**src/rtl/shift_pkg.sv**
```systemverilog
// Shared types for the shift pipeline.
// Mode encoding matches the in_mode port bits.
package shift_pkg;

  localparam int SHIFT_N = 3;

  typedef enum logic [1:0] {
    SHR_LOG = 2'b00,
    SHL_LOG = 2'b01,
    ROR     = 2'b10,
    ROL     = 2'b11
  } shift_mode_t;

endpackage

```
**src/rtl/shift_core.sv**
```systemverilog
// Combinational shifter.
// Left modes reuse the right shifter between two bit reversals.
module shift_core
  import shift_pkg::*;
#(
  parameter int N = SHIFT_N
) (
  input  logic [2**N-1:0] data,
  input  logic [N-1:0]    amt,
  input  shift_mode_t     mode,
  output logic [2**N-1:0] res
);

  localparam int W = 2**N;

  logic           left;
  logic           rot;
  logic [W-1:0]   din;
  logic [W-1:0]   shr;
  logic [2*W-1:0] dbl;

  always_comb begin
    left = 1'b0;
    rot  = 1'b0;
    unique case (mode)
      SHR_LOG: begin left = 1'b0; rot = 1'b0; end
      SHL_LOG: begin left = 1'b1; rot = 1'b0; end
      ROR:     begin left = 1'b0; rot = 1'b1; end
      ROL:     begin left = 1'b1; rot = 1'b1; end
    endcase
  end

  always_comb begin
    din = '0;
    for (int i = 0; i < W; i++)
      din[i] = left ? data[W-1-i] : data[i];
  end

  // Doubling the word makes the rotate a plain right shift.
  always_comb begin
    dbl = {din, din} >> amt;
    shr = rot ? dbl[W-1:0] : (din >> amt);
  end

  always_comb begin
    res = '0;
    for (int i = 0; i < W; i++)
      res[i] = left ? shr[W-1-i] : shr[i];
  end

endmodule

```
**src/rtl/shift_pipe_ctrl.sv**
```systemverilog
// Two-stage shift pipeline with valid/ready handshake
// and a saturating delivered-result counter.
module shift_pipe_ctrl
  import shift_pkg::*;
#(
  parameter int N = SHIFT_N
) (
  input  logic            clk,
  input  logic            rst_n,
  input  logic            in_valid,
  output logic            in_ready,
  input  logic [2**N-1:0] in_data,
  input  logic [N-1:0]    in_amt,
  input  logic [1:0]      in_mode,
  output logic            out_valid,
  input  logic            out_ready,
  output logic [2**N-1:0] out_data,
  output logic [15:0]     out_count
);

  localparam int W = 2**N;

  logic          s1_valid;
  logic [W-1:0]  s1_data;
  logic [N-1:0]  s1_amt;
  shift_mode_t   s1_mode;

  logic          s2_valid;
  logic [W-1:0]  s2_data;
  logic [15:0]   count_q;

  logic          s2_fire;
  logic          s2_load;
  logic          s1_advance;
  logic          accept;
  logic [W-1:0]  core_res;

  shift_core #(.N(N)) u_core (
    .data (s1_data),
    .amt  (s1_amt),
    .mode (s1_mode),
    .res  (core_res)
  );

  // Ready ripples back from out_ready so a full pipe streams without bubbles.
  assign s2_fire    = s2_valid && out_ready;
  assign s2_load    = !s2_valid || out_ready;
  assign s1_advance = s1_valid && s2_load;
  assign in_ready   = !s1_valid || s1_advance;
  assign accept     = in_valid && in_ready;

  always_ff @(posedge clk or negedge rst_n) begin
    if (!rst_n) begin
      s1_valid <= 1'b0;
      s1_data  <= '0;
      s1_amt   <= '0;
      s1_mode  <= SHR_LOG;
    end else if (accept) begin
      s1_valid <= 1'b1;
      s1_data  <= in_data;
      s1_amt   <= in_amt;
      s1_mode  <= shift_mode_t'(in_mode);
    end else if (s1_advance) begin
      s1_valid <= 1'b0;
    end
  end

  always_ff @(posedge clk or negedge rst_n) begin
    if (!rst_n) begin
      s2_valid <= 1'b0;
      s2_data  <= '0;
    end else if (s2_load) begin
      s2_valid <= s1_valid;
      if (s1_valid)
        s2_data <= core_res;
    end
  end

  always_ff @(posedge clk or negedge rst_n) begin
    if (!rst_n)
      count_q <= '0;
    else if (s2_fire && count_q != 16'hFFFF)
      count_q <= count_q + 16'd1;
  end

  assign out_valid = s2_valid;
  assign out_data  = s2_data;
  assign out_count = count_q;

endmodule

```
**config.mk**
```make
export PLATFORM = sky130hd
export DESIGN_NAME = shift_pipe_ctrl
export DESIGN_NICKNAME = d
export VERILOG_FILES = /design/src/rtl/shift_pkg.sv /design/src/rtl/shift_core.sv /design/src/rtl/shift_pipe_ctrl.sv
export SDC_FILE = /design/constraint.sdc
export NUM_CORES = 1
export LEC_CHECK = 0
export ABC_CLOCK_PERIOD_IN_PS = 3900
export BUFFER_PORTS_ARGS = -buffer_cell sky130_fd_sc_hd__buf_4
export CAP_MARGIN = 20
export CORE_UTILIZATION = 55
export CTS_CLUSTER_DIAMETER = 150
export DETAILED_ROUTE_END_ITERATION = 10
export PLACE_DENSITY_LB_ADDON = 0.08
export SLEW_MARGIN = 20
export SYNTH_ARGS = -nofsm -noshare
export SYNTH_HDL_FRONTEND = slang
export SYNTH_SLANG_ARGS = --single-unit
```
**constraint.sdc**
```tcl
create_clock -name clk -period 3.9 [get_ports clk]
set_input_delay 0.78 -clock clk [delete_from_list [all_inputs] [get_ports clk]]
set_output_delay 0.78 -clock clk [all_outputs]
set_load 0.01 [all_outputs]
```
==> results of run 1 <==
-- layer usage --
| metal | GRT usage | routed length, um | up-vias |
|---|---|---|---|
| met5 | 0 | 0 | - |
| met4 | 0.0815 | 67 | 0 |
| met3 | 0.0608 | 252 | 7 |
| met2 | 0.361 | 2090 | 57 |
| met1 | 0.334 | 1930 | 804 |
| li1 | - | - | 782 |
-- cells in the mapped netlist, types with 3 or more instances --
cell type,instances
mux2i_1,12
mux4_2,8
nand2_1,17
a221o_1,4
nand3_1,9
mux2_2,18
dfrtp_1,39
xnor2_1,13
o22ai_1,3
nor2_1,12
nand4_1,5
xor2_1,3
o221ai_1,3
o21ai_0,3
buf_6,3
buf_4,3
nand2b_1,3
-- worst max-delay path by stage --
stage                               to  slack (ns)  cells after the start                   from
4_1_cts        out_data[2]$_DFFE_PN0P_        1.51                      5  s1_amt[0]$_DFFE_PN0P_
3_3_place_gp   out_data[3]$_DFFE_PN0P_        1.59                      5  s1_amt[0]$_DFFE_PN0P_
6_report       out_data[2]$_DFFE_PN0P_        1.51                      5  s1_amt[0]$_DFFE_PN0P_
3_5_place_dp   out_data[2]$_DFFE_PN0P_        1.51                      5  s1_amt[0]$_DFFE_PN0P_
2_1_floorplan    s1_amt[2]$_DFFE_PN0P_        1.88                      4              out_ready
5_1_grt        out_data[4]$_DFFE_PN0P_        1.34                      5  s1_amt[0]$_DFFE_PN0P_
-- flip-flops by register name, summed over array words and instances (netlist names) --
signal     flops
out_count     16
out_data       8
s1_data        8
s1_amt         3
s1_mode        2
out_valid      1
s1_valid       1
-- per-stage QoR --
stage	power, mW	instance area [sq um]	util	cells
6_report	1.33	2590	0.693	278
5_1_grt	1.43	2590	0.693	278
4_1_cts	1.35	2590	0.693	278
3_5_place_dp	1.08	2500	0.669	270
3_3_place_gp	1.05	2500	0.669	270
2_1_floorplan	0.900	2190	-	188
-- power by group --
part	total, mW	internal [mW]	leakage, nW	switching [mW]
sequential	0.611	0.489	0.487	0.122
combinational	0.454	0.263	0.622	0.191
clock	0.269	0.124	0.0402	0.145
-- worst max-delay path, stage by stage (launching register included) --
cell,delay (ns)
dfrtp_1,0.81
mux4_2,0.60
mux2_2,0.29
o22ai_1,0.23
nor2_1,0.08
a221o_1,0.26
-- layout make-up --
cell class | count | area (sq um)
Multi-Input combinational cell | 138 | 1140
Fill cell | 316 | 1150
Sequential cell | 39 | 976
Tap cell | 48 | 60.1
Timing Repair Buffer | 42 | 315
Inverter | 3 | 11.3
Clock inverter | 3 | 20.0
Clock buffer | 5 | 68.8
-- kinds of logic after synthesis --
family          count (synthesis)  synth area share
simple gates                   59             0.135
mux                            39             0.236
flops                          39             0.445
compound gates                 23            0.0804
xor+xnor                       16            0.0639
buf+inv                        11            0.0348
fa+ha+maj                       1           0.00570
==> results.ini, run 1 <==
[cells_and_area]
antenna_cells=0
mostFrequentLayoutCell=buf_4
layout_common_cells=42 x buf_4, 39 x dfrtp_1, 18 x mux2_2
area_growth_pct=18.2
nets=247
drive_above_1_share=0.335

[cts]
cts_root_buffer=clkbuf_8
ctsResizeCount=0
cts_tree=yes
clock_latency_ns=0.30
clkTransAtPathRegs_ns=0.07
cts_buffers=5
cts_hold_buffers=0
cts.sinks=39
cts_setup_buffers=0
cts_max_level=2
clock_path_buffers=2

[placed_design]
place.port_buffers=42
post-place-ws_ns=1.51
gp_congestion=0.857
hpwlAfterDp_um=3220

[timing]
clock_skew_ns=0.00500
setup_ws_ns=1.51
fin_tns_setup_ns=0
finalMaxSlewViolations=0
slew_headroom=0.368
period_needed_ns=2.39
max_freq_ghz=0.419
setup-violations-final=0
hold_viol=0
fin_crit_sh=0.612
worst_slew_pin_slew_ns=0.940
grt_setup_unrepaired=no
fin_hold_ws_ns=0.434

[drt]
route.detailed.drc=0
wire_per_inst_um=15.6
ant_nets=0
dr.pass1.iters=4
drt_iter0_drc=122
wl_um=4340
routed-via-count=1650
vias_per_cell=5.94

[power]
p_per_area_nw_per_um2=514
leakage_nw=1.15
irDropWorstVdd_uv=369

[global_routing]
grt_pass1_vias=1649
grt_pass1_wl_um=7620
grtUsageTotal=0.238
grt_max_degree=40
overflow=0
antenna_found_initial=0

[yosys]
syn_inst=188
synth_nets=206
synth.area.top_cells=dfrtp_1 44%, mux2_2 9.2%, mux4_2 8.2%
ys_ff_latch=39
yosys_warnings=0
async_flop_share=1.00
synth.cell_area_sq_um=2190
yosysSeqAreaShare=0.445
synth_top_area_cell=dfrtp_1
avgSynthCellArea_sq_um=11.7
ys_types=39
synth_edf_count=0
synth.top_cell.area_share=0.445
synth-main-ff-cell=dfrtp_1

[worst_setup_path]
crit_fanout=17
rr_startpoint=s1_amt[0]$_DFFE_PN0P_
r2r-end=out_data[2]$_DFFE_PN0P_
r2r_slack_ns=1.51
required_ns=4.09
cp.arrival_ns=2.57
start_kind=flop
reg2reg_depth=5
crit_type=flop to flop
end_kind=flop

[floorplanning]
dieArea_sq_um=4250
die_y_um=65.2
die_x_um=65.2
ios=43
coreArea_sq_um=3740
num_rows=22
start_util=0.586

[min_path]
hp-class=input pin to async pin

[status]
status=completed

[flow_run]
cap_violations=0

No activity file was read; power rests on OpenSTA's default activity.
==> run 2: changes to the inputs <==
--- a/config.mk
+++ b/config.mk
@@ -5,7 +5,8 @@
 export SDC_FILE = /design/constraint.sdc
 export NUM_CORES = 1
 export LEC_CHECK = 0
-export ABC_CLOCK_PERIOD_IN_PS = 3900
+export ABC_AREA = 1
+export ABC_CLOCK_PERIOD_IN_PS = 2200
 export BUFFER_PORTS_ARGS = -buffer_cell sky130_fd_sc_hd__buf_4
 export CAP_MARGIN = 20
 export CORE_UTILIZATION = 55
==> constraint.sdc (replaced) <==
create_clock -name clk -period 2.2 [get_ports clk]
set_input_delay 0.44 -clock clk [delete_from_list [all_inputs] [get_ports clk]]
set_output_delay 0.44 -clock clk [all_outputs]
set_load 0.01 [all_outputs]
==> results.ini, run 2 <==
[status]
status=completed

[yosys]
synth.top_cell.area_share=0.441
synth_compound_area_frac=0.0113
synth_edf_count=0
synth.cell_area_sq_um=2210
synthTopCellsByCount=93 x nand2_1, 59 x nand3_1, 39 x dfrtp_1
synthXorXnorAreaFrac=0.0593
synth_nets=299
yosysSeqAreaShare=0.441
synth-main-ff-cell=dfrtp_1
synth.most_common_cell=nand2_1
ys_types=26
ys_ff_latch=39
yosys_warnings=0
synth_top_family_by_area=simple AND/OR/NAND/NOR gates
yosys.area_share.simple=0.373
synth_mux_area_frac=0.0458
synth.area.top_cells=dfrtp_1 44%, nand2_1 16%, nand3_1 13%
synth_top_area_cell=dfrtp_1
avgSynthCellArea_sq_um=7.88
synth_adder_area_share=0.00565
syn_inst=281
async_flop_share=1.00

[drt]
drt_iter0_drc=170
wl_um=4560
wire_per_inst_um=12.2
ant_nets=0
route.detailed.drc=0
dr.pass1.iters=4
vias_per_cell=5.37
routed-via-count=2003

[worst_setup_path]
start_kind=flop
crit_fanout=11
reg2reg_depth=8
end_kind=flop
cp.arrival_ns=1.83
required_ns=2.42
crit_type=flop to flop

[global_routing]
grtUsageTotal=0.239
grt_pass1_wl_um=7780
overflow=0
grt_max_degree=40
grt_pass1_vias=1787
antenna_found_initial=0

[flow_run]
cap_violations=0

[timing]
slew_headroom=0.678
max_freq_ghz=0.619
worst_slew_pin_slew_ns=0.483
clock_skew_ns=0.00537
period_needed_ns=1.62
hold_viol=0
fin_crit_sh=0.734
setup-violations-final=0
grt_setup_unrepaired=no
finalMaxSlewViolations=0
fin_tns_setup_ns=0

[cells_and_area]
drive_above_1_share=0.237
mostFrequentLayoutCell=nand2_1
instances_no_fill=373
nets=343
area_growth_pct=19.0
antenna_cells=0
largest_register_ffs=16
layout_common_cells=93 x nand2_1, 59 x nand3_1, 44 x buf_4
finish.instance_area_sq_um=2640
fillCellCount=339

[cts]
cts_max_level=2
clock_latency_ns=0.29
clkTransAtPathRegs_ns=0.07
ctsResizeCount=0
cts_setup_buffers=0
clock_path_buffers=2
cts.sinks=39
cts_tree=yes
cts_hold_buffers=0
cts_buffers=5
cts_root_buffer=clkbuf_8

[placed_design]
dp.cells=366
post_dp_cell_area_sq_um=2550
place.port_buffers=42
hpwlAfterDp_um=3450
gp_congestion=0.938

[floorplanning]
die_y_um=65.5
dieArea_sq_um=4280
die_x_um=65.5
ios=43
coreArea_sq_um=3770
start_util=0.587
num_rows=22

[power]
p_per_area_nw_per_um2=888
leakage_nw=1.36
irDropWorstVdd_uv=603

[min_path]
hp-class=input pin to async pin

[run 2: layout make-up]
class / count / area (sq um) / area share
multi-input combinational: 213 / 1100 / 0.416
sequential: 39 / 976 / 0.370
timing repair buffer: 44 / 330 / 0.125
inverter: 22 / 85.1 / 0.0323
clock inverter: 1 / 5.00 / 0.00190
clock buffer: 6 / 82.6 / 0.0313
tap: 48 / 60.1 / 0.0228
[run 2: metal layers]
metal,vias up,GRT usage,wire (um)
met5,-,0,0
met4,0,0.0870,61
met3,7,0.0556,316
met2,74,0.366,2040
met1,923,0.328,2140
li1,999,-,-
[run 2: logic make-up (layout without fill, tap and decap cells)]
| logic type | count (synthesis) | count (layout) |
|---|---|---|
| compound gates | 5 | 5 |
| buf+inv | 29 | 73 |
| flops | 39 | 39 |
| xor+xnor | 15 | 15 |
| simple gates | 183 | 183 |
| fa+ha+maj | 1 | 1 |
| mux | 9 | 9 |
[run 2: critical path: stages (launching register included)]
cell	delay, ns
dfrtp_1	0.40
ha_1	0.24
nand3_4	0.10
nor2_2	0.14
nand3_2	0.09
nand2_2	0.22
inv_2	0.12
nand2_1	0.09
xor2_1	0.15
[run 2: where the power goes]
group,internal (mW),leakage (nW),switching (mW),total (mW)
combinational,0.376,0.850,0.464,0.840
clock,0.246,0.0470,0.235,0.481
sequential,0.871,0.465,0.150,1.02
[run 2: per-stage QoR]
step	setup WS (ns)	power, mW	utilization	hold WS (ns)
final	0.585	2.34	0.699	0.0995
after global routing	0.445	2.51	0.699	0.152
after floorplan	0.702	1.56	-	0.144
after detailed placement	0.582	1.87	0.676	0.441
after CTS	0.587	2.36	0.699	0.120
after global placement	0.626	1.85	0.676	0.435
[run 2: worst paths after layout]
check	start	to	slack, ns
setup / recovery	out_count[1]$_DFFE_PN0P_	out_count[12]$_DFFE_PN0P_	0.58
hold / removal	rst_n	out_data[4]$_DFFE_PN0P_	0.1
setup reg to reg	out_count[1]$_DFFE_PN0P_	out_count[12]$_DFFE_PN0P_	0.58
hold reg to reg	out_data[3]$_DFFE_PN0P_	out_data[3]$_DFFE_PN0P_	0.48
max in group asynchronous	rst_n	s1_data[7]$_DFFE_PN0P_	1.75
min in group clk	in_data[7]	s1_data[7]$_DFFE_PN0P_	0.36
==> run 3: changes to the inputs <==
--- a/config.mk
+++ b/config.mk
@@ -5,8 +5,8 @@
 export SDC_FILE = /design/constraint.sdc
 export NUM_CORES = 1
 export LEC_CHECK = 0
-export ABC_AREA = 1
-export ABC_CLOCK_PERIOD_IN_PS = 2200
+export ABC_AREA = 0
+export ABC_CLOCK_PERIOD_IN_PS = 1600
 export BUFFER_PORTS_ARGS = -buffer_cell sky130_fd_sc_hd__buf_4
 export CAP_MARGIN = 20
 export CORE_UTILIZATION = 55
==> constraint.sdc (replaced) <==
create_clock -name clk -period 1.6 [get_ports clk]
set_input_delay 0.32 -clock clk [delete_from_list [all_inputs] [get_ports clk]]
set_output_delay 0.32 -clock clk [all_outputs]
set_load 0.01 [all_outputs]
==> results.ini, run 3 (same netlist as run 1, synthesis figures left out) <==
[status]
status=finished, violations left
violations=hold timing, setup timing

[placed_design]
post_dp_cell_area_sq_um=2870
gp_congestion=0.805
hpwlAfterDp_um=4210
dp.cells=309
place.port_buffers=42

[cells_and_area]
nets=294
drive_above_1_share=0.538
fillCellCount=192
instances_no_fill=325
largest_register_ffs=16
area_growth_pct=44.4
layout_common_cells=82 x buf_4, 37 x dfrtp_1, 15 x nand2_1, 15 x mux2_2
finish.utilization=0.846
mostFrequentLayoutCell=buf_4
multiInputGateArea_sq_um=1320
area.sequential_sq_um=978
finish.instance_area_sq_um=3170
antenna_cells=0

[worst_setup_path]
r2r-end=out_data[4]$_DFFE_PN0P_
path_common_cell=mux2_4
crit_start=s1_amt[0]$_DFFE_PN0P_
reg2reg_depth=6
rr_startpoint=s1_amt[0]$_DFFE_PN0P_
cp_slowest_cell=dfrtp_2
max_stage_delay_ns=0.44
crit_path_cell_trace=buf_12, xnor2_4, mux2_4, mux2_4, o221a_1, a221o_1
critPathBufInv=1
end_kind=flop
start_kind=flop
required_ns=1.76
crit_fanout=3
crit_family=multiplexers
crit_type=flop to flop
r2r_slack_ns=-0.42
cp.arrival_ns=2.18

[power]
seqPwrFrac=0.362
total_power_mw=3.88
leakage_nw=1.46
p_per_area_nw_per_um2=1220
p_int_mw=2.51
power_frac_comb=0.474
irDropWorstVdd_uv=894
pwr-share-clk=0.165
p_sw_mw=1.37
sw_frac_of_total=0.354

[drt]
routed-via-count=1972
vias_per_cell=6.07
wire_per_inst_um=18.9
route.detailed.drc=0
drt_iter0_drc=115
wl_um=6150
ant_nets=0
dr.pass1.iters=6

[cts]
cts_max_level=2
clock_path_buffers=2
clkTransAtPathRegs_ns=0.08
clock_latency_ns=0.28
cts_root_buffer=clkbuf_8
cts_buffers=5
cts.sinks=39
cts_tree=yes

[floorplanning]
num_rows=22
die_x_um=65.2
coreArea_sq_um=3740
ios=43
start_util=0.586
dieArea_sq_um=4250
die_y_um=65.2

[flow_run]
cap_violations=0

[timing]
worst_slew_pin_slew_ns=0.465
setup_ws_ns=-0.424
hold_viol=25
grt_setup_unrepaired=yes
fin_tns_setup_ns=-3.01
clock_skew_ns=0.0108
period_needed_ns=2.02
finalMaxSlewViolations=0
fin_crit_sh=1.26
slew_headroom=0.686
setup-violations-final=13
fin_hold_ws_ns=-0.00525
max_freq_ghz=0.494

[global_routing]
grt_max_degree=40
grt_pass1_wl_um=9030
use_met2=0.505
overflow=0
grt_util_met3=0.0434
use_met1=0.349
antenna_found_initial=0
grt_pass1_vias=1936
grtUsageTotal=0.285
grt-busiest-layer=met2

[min_path]
hp-class=input pin to async pin

## run 3: cell types whose count changed in the layout (fill, tap and decap cells not counted), moves of 9 or more
cell     change
nand3_1     -55
nand2_1     -78
xor2_1       -9
mux2i_1     +11
buf_4       +38
inv_1       -12
## run 3: how the worst max path moves through the flow
stage	cells past startpoint	end
finish	6	out_data[4]$_DFFE_PN0P_
global route	6	out_data[3]$_DFFE_PN0P_
CTS	6	out_data[4]$_DFFE_PN0P_
detailed placement	5	out_data[4]$_DFFE_PN0P_
global placement	5	out_data[3]$_DFFE_PN0P_
floorplan	6	out_data[3]$_DFFE_PN0P_
## run 3: layer usage
metal / part of all wire / up-vias
met1: 0.39 / 975
met3: 0.054 / 20
met4: 0.027 / 0
li1: - / 873
met5: 0 / -
met2: 0.52 / 104
## run 3: power groups by stage
stage / Combinational [mW] / Clock [mW] / Sequential, mW
after floorplan: 0.777 / 0 / 1.47
after global placement: 1.49 / 0 / 1.37
after detailed placement: 1.56 / 0 / 1.39
after CTS: 1.70 / 0.650 / 1.37
after global routing: 1.97 / 0.683 / 1.42
final: 1.84 / 0.638 / 1.40
## run 3: layout make-up
class | count | share of cell area
clock buffers | 6 | 0.0229
clock inverters | 2 | 0.00395
inverters | 3 | 0.00355
multi-input cells | 138 | 0.417
flip-flops and latches | 39 | 0.309
well taps | 48 | 0.0190
repair buffers | 89 | 0.225
## run 3: what timing repair did
action	CTS	global route
setup buffers	5	9
endpoints found under the setup margin	13	20
hold endpoints to repair	0	0
hold buffers	0	0
gates resized for setup	16	21
pin swaps	12	10
## run 3: metrics by stage
step / setup WS, ns / hold slack [ns]
floorplan: -0.277 / 0.0244
global placement: -0.469 / 0.306
detailed placement: -0.547 / 0.313
CTS: -0.407 / 0.00302
global route: -0.458 / 0.0334
finish: -0.424 / -0.00525
